==> src/rtl/data_memory_arbiter.sv <==
// Two-port arbiter/sequencer for the single-ported data memory.
// Optional build macro: ARB_ROUND_ROBIN_EN (round-robin grant; default fixed p0 priority).
//
// Ports:
//   clock, reset            : clock, synchronous active-high reset
//   p0_req_* / p0_resp_*    : load/store unit request and response
//   p1_req_* / p1_resp_*    : debug/DMA request and response
//   mem_write, mem_read     : one-cycle memory strobes
//   mem_address, mem_wdata  : memory address / store data
//   mem_rdata               : combinational memory read data
module data_memory_arbiter #(
    parameter int SIZE = 256
) (
    input  logic        clock,
    input  logic        reset,

    input  logic        p0_req_valid,
    output logic        p0_req_ready,
    input  logic        p0_req_write,
    input  logic [63:0] p0_req_address,
    input  logic [63:0] p0_req_wdata,
    output logic        p0_resp_valid,
    input  logic        p0_resp_ready,
    output logic [63:0] p0_resp_rdata,
    output logic        p0_resp_error,

    input  logic        p1_req_valid,
    output logic        p1_req_ready,
    input  logic        p1_req_write,
    input  logic [63:0] p1_req_address,
    input  logic [63:0] p1_req_wdata,
    output logic        p1_resp_valid,
    input  logic        p1_resp_ready,
    output logic [63:0] p1_resp_rdata,
    output logic        p1_resp_error,

    output logic        mem_write,
    output logic        mem_read,
    output logic [63:0] mem_address,
    output logic [63:0] mem_wdata,
    input  logic [63:0] mem_rdata
);

    // Highest legal start address of an 8-byte access. Any address whose
    // +7 would wrap past 2^64 is far above this, so one compare covers both.
    localparam logic [63:0] LIMIT = 64'(SIZE - 8);

    typedef enum logic [1:0] {
        IDLE,
        ACCESS,
        RESP
    } state_t;

    state_t state;
    state_t state_next;

    logic        grant;
    logic        accept;
    logic        any_valid;
    logic        sel;
    logic        sel_write;
    logic [63:0] sel_address;
    logic [63:0] sel_wdata;
    logic        sel_oor;

    logic        lat_write;
    logic [63:0] lat_address;
    logic [63:0] lat_wdata;
    logic [63:0] resp_rdata;
    logic        resp_error;

    assign any_valid = p0_req_valid | p1_req_valid;

`ifdef ARB_ROUND_ROBIN_EN
    // Set when port 1 should win the next tie.
    logic prio_p1;
    assign sel = p1_req_valid & (~p0_req_valid | prio_p1);
`else
    assign sel = ~p0_req_valid;
`endif

    assign sel_write   = sel ? p1_req_write   : p0_req_write;
    assign sel_address = sel ? p1_req_address : p0_req_address;
    assign sel_wdata   = sel ? p1_req_wdata   : p0_req_wdata;
    assign sel_oor     = sel_address > LIMIT;

    always_ff @(posedge clock) begin
        if (reset) begin
            state <= IDLE;
        end else begin
            state <= state_next;
        end
    end

    always_comb begin
        state_next    = state;
        accept        = 1'b0;
        p0_req_ready  = 1'b0;
        p1_req_ready  = 1'b0;
        p0_resp_valid = 1'b0;
        p1_resp_valid = 1'b0;
        p0_resp_rdata = '0;
        p1_resp_rdata = '0;
        p0_resp_error = 1'b0;
        p1_resp_error = 1'b0;
        mem_write     = 1'b0;
        mem_read      = 1'b0;
        mem_address   = '0;
        mem_wdata     = '0;

        unique case (state)
            IDLE: begin
                if (any_valid) begin
                    accept       = 1'b1;
                    p0_req_ready = ~sel;
                    p1_req_ready = sel;
                    state_next   = sel_oor ? RESP : ACCESS;
                end
            end
            ACCESS: begin
                mem_address = lat_address;
                mem_wdata   = lat_wdata;
                mem_write   = lat_write;
                mem_read    = ~lat_write;
                state_next  = RESP;
            end
            RESP: begin
                if (grant) begin
                    p1_resp_valid = 1'b1;
                    p1_resp_rdata = resp_rdata;
                    p1_resp_error = resp_error;
                    if (p1_resp_ready) begin
                        state_next = IDLE;
                    end
                end else begin
                    p0_resp_valid = 1'b1;
                    p0_resp_rdata = resp_rdata;
                    p0_resp_error = resp_error;
                    if (p0_resp_ready) begin
                        state_next = IDLE;
                    end
                end
            end
            default: begin
                state_next = IDLE;
            end
        endcase
    end

    always_ff @(posedge clock) begin
        if (reset) begin
            grant       <= 1'b0;
            lat_write   <= 1'b0;
            lat_address <= '0;
            lat_wdata   <= '0;
            resp_rdata  <= '0;
            resp_error  <= 1'b0;
`ifdef ARB_ROUND_ROBIN_EN
            prio_p1     <= 1'b0;
`endif
        end else begin
            if (accept) begin
                grant       <= sel;
                lat_write   <= sel_write;
                lat_address <= sel_address;
                lat_wdata   <= sel_wdata;
                // Error responses are formed here; ACCESS is skipped.
                resp_rdata  <= '0;
                resp_error  <= sel_oor;
`ifdef ARB_ROUND_ROBIN_EN
                prio_p1     <= ~sel;
`endif
            end
            if (state == ACCESS) begin
                resp_rdata <= lat_write ? '0 : mem_rdata;
                resp_error <= 1'b0;
            end
        end
    end

endmodule

==> config.mk <==
export PLATFORM = sky130hd
export DESIGN_NAME = data_memory_arbiter
export DESIGN_NICKNAME = d
export VERILOG_FILES = /design/src/rtl/data_memory_arbiter.sv
export SDC_FILE = /design/constraint.sdc
export NUM_CORES = 1
export LEC_CHECK = 0
export CORE_AREA = 5 5 228 230
export CTS_CLUSTER_SIZE = 24
export DETAILED_ROUTE_END_ITERATION = 8
export DIE_AREA = 0 0 233 235
export GPL_TIMING_DRIVEN = 0
export PLACE_DENSITY_LB_ADDON = 0.2
export SLEW_MARGIN = 40
export SYNTH_ARGS = -nofsm -noshare
export SYNTH_HDL_FRONTEND = slang
export SYNTH_SLANG_ARGS = --single-unit
==> constraint.sdc <==
create_clock -name clock -period 2.67 [get_ports clock]
set_input_delay 0.267 -clock clock [delete_from_list [all_inputs] [get_ports clock]]
set_output_delay 0.267 -clock clock [all_outputs]
set_load 0.05 [all_outputs]
Word-level counts from Yosys, hierarchy flattened
Index checks and enable logic that the tools add are counted.
Word-level totals
  bits in registers: 197
  input port bits: 328
  output and inout port bits: 264
  logic and storage cells: 54
Cells by class
  magnitude comparators: 1
  equal/unequal tests: 5
  muxes and demuxes: 34
  bitwise operators: 3
  reductions and logical operators: 4
Operator list (count)
  $mux 64: 11
  $gt 64x8->1 const B: 1
  $mux 1: 17
  $mux 2: 5
  $ne 3x3->1 const B: 2
  $pmux 2 s3: 1
  $reduce_and 3->1: 1
  $eq 2x1->1 const B: 1
  $eq 2x2->1 const B: 1
  $logic_not 2->1: 1
  $ne 2x2->1 const B: 1
  $not 1->1: 2
  $reduce_bool 2->1: 1
  $reduce_or 2->1: 1
  $or 1x1->1: 1

Longest topological paths before layout
  depth after elaboration: 5
  mapped depth: 7
  mapped depth without buffers: 5

Worst setup path after synthesis
Ideal clock, no wire load.
  path kind: register to output
  start point: reg state[1]
  end point: out p0_resp_rdata[54]
  arrival time: 1.820 ns
  required time: 2.403 ns
  path slack: 0.583 ns
  cell stages (with the launch flop): 4
  path buffers: 1
  path through: dfxtp_1 > nor3b_1 > clkbuf_1 > and2_1
On the way
  longest elaborated chain between the ends: 2
Ends and longest elaborated chain
  start: declaration: RTL line 54  | state_t state;
  start signal: assignment: RTL line 91  | state <= state_next;
  $eq 2x2->1: RTL line 111  | unique case (state)
  $mux 64: RTL line 111
  end: declaration: RTL line 24  | output logic [63:0] p0_resp_rdata,
Every way passes these cells.

Worst setup path after layout
  start point: reg state[1]
  end point: out p0_resp_rdata[22]
Same word-level chain as after synthesis.

==> qor.txt <==
WHS Endpoint = resp_error$_SDFFE_PP0P_
worst vdd ir = 0.430 mV
Worst-Margin Slew = 776 ps
Pwr Density = 425 nW/µm²
ANT nets after route = 0
critical path's top delay family = buffers and inverters
#FFs+latches synth = 197
Post-route DRC = 0
drt pass-1 iters = 5
clk slew on worst S/H paths = 70 ps
final non-filler cell total = 2446
fillcell total = 5353
Syn Nets = 1481
P&R area growth vs syn = 68.6%
first-pass GRT wire length = 73700 µm
critical path cell sequence = nor3b_4, buf_4, clkbuf_2, and2_1, clkdlybuf4s15_2
vias per cell = 4.40
CP Buf/Inv Count = 3
Syn Area/Cell = 8.60 µm²
Reg2Reg Setup Slack = 260 ps
Netlist cell types = 34
Gate Count Post-Synth = 1153
CTS tree = built
Synth Warn # = 0
Main synth FF type = dfxtp_1
I/O Pins = 592
RSZ-0062 raised after global routing = true
Root Buffer = clkbuf_16
Max Fclk = 395 MHz
GRT overflow = 0
Final HPWL DP = 42300 µm
Max Cap Viol = 0
CTS max path bufs = 2
max layer used = met5
die height = 235 µm
Worst Skew = 11.3 ps
Hold/Removal Path Class = in -> reg
ys async rst share = 0%
Syn Std Cell Area = 9920 µm²
Port Buffer Count = 589
drt initial violations = 435
Required @ worst endpoint = 2400 ps
Max H-tree Level = 4
metal3 WL = 3580 µm
largest net degree at the start of global routing = 17
Routed WL per cell = 21.0 µm
layout cells sized above 1 = 17.8%
Worst setup SP type = register
reg-to-reg endpoint = lat_wdata[2]$_SDFFE_PP0P_
Slew headroom = 47.8%
nature of the critical path endpoint = output port
M1 WL = 21300 µm
WP data arrival = 2260 ps
Leakage = 6.95 nW
Die Footprint = 54800 µm²
status = complete, no violations
routability cong. = 0.827
final setup violation count = 0
Slew Viols, Final = 0
worst r2r src = state[1]$_SDFFE_PP0P_
routed wl met2 = 24900 µm
vias in the first global route = 11188
initial antenna violation count = 2
Final min period = 2530 ps
CTS Sinks = 197
Seq/Total Area, Yosys = 39.8%
Crit-path slowest cell = dfxtp_1
width of the die = 233 µm
Total GRT Usage = 18.1%
Tcrit/Tclk final = 94.7%
beginning of the worst hold path = p0_req_valid
final hold viol count = 0
fin nets = 2090
Post-synth EDFFs = 0
final wirelength = 51300 µm
Clk Latency, worst-skew pair = 480 ps
worst reg2reg path depth = 5
Via Count = 10751
Placed Cells = 2414
Hold Path Stages = 3
Worst Path Class, Setup = reg -> out
core area = 49700 µm²
worst hold margin = 292 ps
initial cell density of the core = 20.0%
crit-path max cell delay = 430 ps
num rows = 82
number of buffers created by CTS = 17
maximum fanout along the worst path = 10
## synth_stat cells (3+ instances only)
cell type	count	area share, %
and2_1	260	16
nor2_1	200	7.6
dfxtp_1	197	40
a211oi_1	129	9.8
mux2i_1	129	13
clkbuf_1	84	3.2
a22oi_1	64	4.8
nor4_1	23	1.5
buf_2	16	0.81
buf_1	7	0.26
nand4_1	5	0.32
nor3_1	5	0.25
o22ai_1	4	0.25
a21oi_1	3	0.15
inv_1	3	0.11
nand2_1	3	0.11
nand3_1	3	0.15
## per-stage QoR
stage          instance area, µm²  setup TNS [ps]  power, W  utilization (%)  setup slack, ps
2_1_floorplan                9920               0   0.00391                -              583
3_3_place_gp                16700          -97590   0.00473             33.5             -754
3_5_place_dp                16700          -69060   0.00475             33.6             -693
4_1_cts                     17400            -205   0.00723             35.0             -205
5_1_grt                     16700           -94.6   0.00746             33.7            -26.7
6_report                    16700               0   0.00710             33.7              141
## placed cells by master, fill, tap and decap left out, types with 4 or more instances in the layout
| cell type | n |
|---|---|
| a211oi_1 | 129 |
| a22oi_1 | 64 |
| and2_1 | 260 |
| buf_1 | 5 |
| buf_2 | 110 |
| buf_4 | 5 |
| clkbuf_1 | 63 |
| clkbuf_16 | 17 |
| clkbuf_2 | 55 |
| clkdlybuf4s15_1 | 8 |
| clkdlybuf4s15_2 | 103 |
| clkdlybuf4s50_1 | 325 |
| dfxtp_1 | 196 |
| dlygate4sd2_1 | 21 |
| mux2i_1 | 129 |
| nand4_1 | 5 |
| nor2_1 | 198 |
| nor3_1 | 5 |
| nor4_1 | 21 |
| o22ai_1 | 4 |
## layout make-up
cell class              instances  area, µm²  share of cell area (%)
diodes                          1       2.50                  0.0150
plain buffers                 107        475                    2.84
clock buffers                  22        454                    2.72
clock inverters                 8       55.1                   0.329
inverters                       3       11.3                  0.0673
multi-input cells             845       5560                    33.3
flip-flops and latches        197       3950                    23.6
well taps                     672        841                    5.03
repair buffers                591       5380                    32.2
## logic make-up (layout without fill, tap and decap cells)
logic type,Yosys count,after routing,share of synthesized area (%)
simple gates,510,510,27.1
compound gates,205,205,15.5
flops,197,197,39.8
mux,130,130,13.1
buf+inv,111,731,4.48
other cells,0,1,0
## tightest hold or removal path: cells and delay by family
kind	cells	cell delay, ps
and+or+nand+nor	1	100
buffers and inverters	1	140
AOI/OAI and AO/OA	1	230
## where the power goes
| group | switching [W] | internal [W] |
|---|---|---|
| sequential | 0.0000948 | 0.00315 |
| clock | 0.00122 | 0.00120 |
| combinational | 0.000719 | 0.000722 |
## registers in the layout (all words and copies together) (netlist names)
signal	cells
resp_rdata	64
lat_wdata	64
lat_write	1
grant	1
resp_error	1
lat_address	64
state	2
## worst max-delay path by stage
stage	end	start	depth (start not counted)	slack [ps]
5_1_grt	lat_address[38]$_SDFFE_PP0P_	state[1]$_SDFFE_PP0P_	5	-30
3_5_place_dp	p0_req_ready	p0_req_valid	6	-690
6_report	p0_resp_rdata[22]	state[1]$_SDFFE_PP0P_	5	140
2_1_floorplan	p0_resp_rdata[54]	state[1]$_SDFFE_PP0P_	3	580
4_1_cts	p1_req_ready	state[0]$_SDFFE_PP0P_	4	-210
3_3_place_gp	p0_resp_rdata[16]	state[1]$_SDFFE_PP0P_	5	-750
## layer usage
| metal | global-route usage, % | vias up |
|---|---|---|
| li1 | - | 5252 |
| met1 | 21.3 | 5044 |
| met2 | 30.9 | 394 |
| met3 | 5.83 | 59 |
| met4 | 6.16 | 2 |
| met5 | 0 | - |
## timing repair
action                                  in CTS  in global routing
hold buffers                                 0                  0
resized for setup                          736                232
pin swaps                                    0                  0
hold endpoints to repair                     0                  0
endpoints found under the setup margin     264                215
setup buffers                                1                  1
Note: power is estimated with default switching activity, not from simulation.
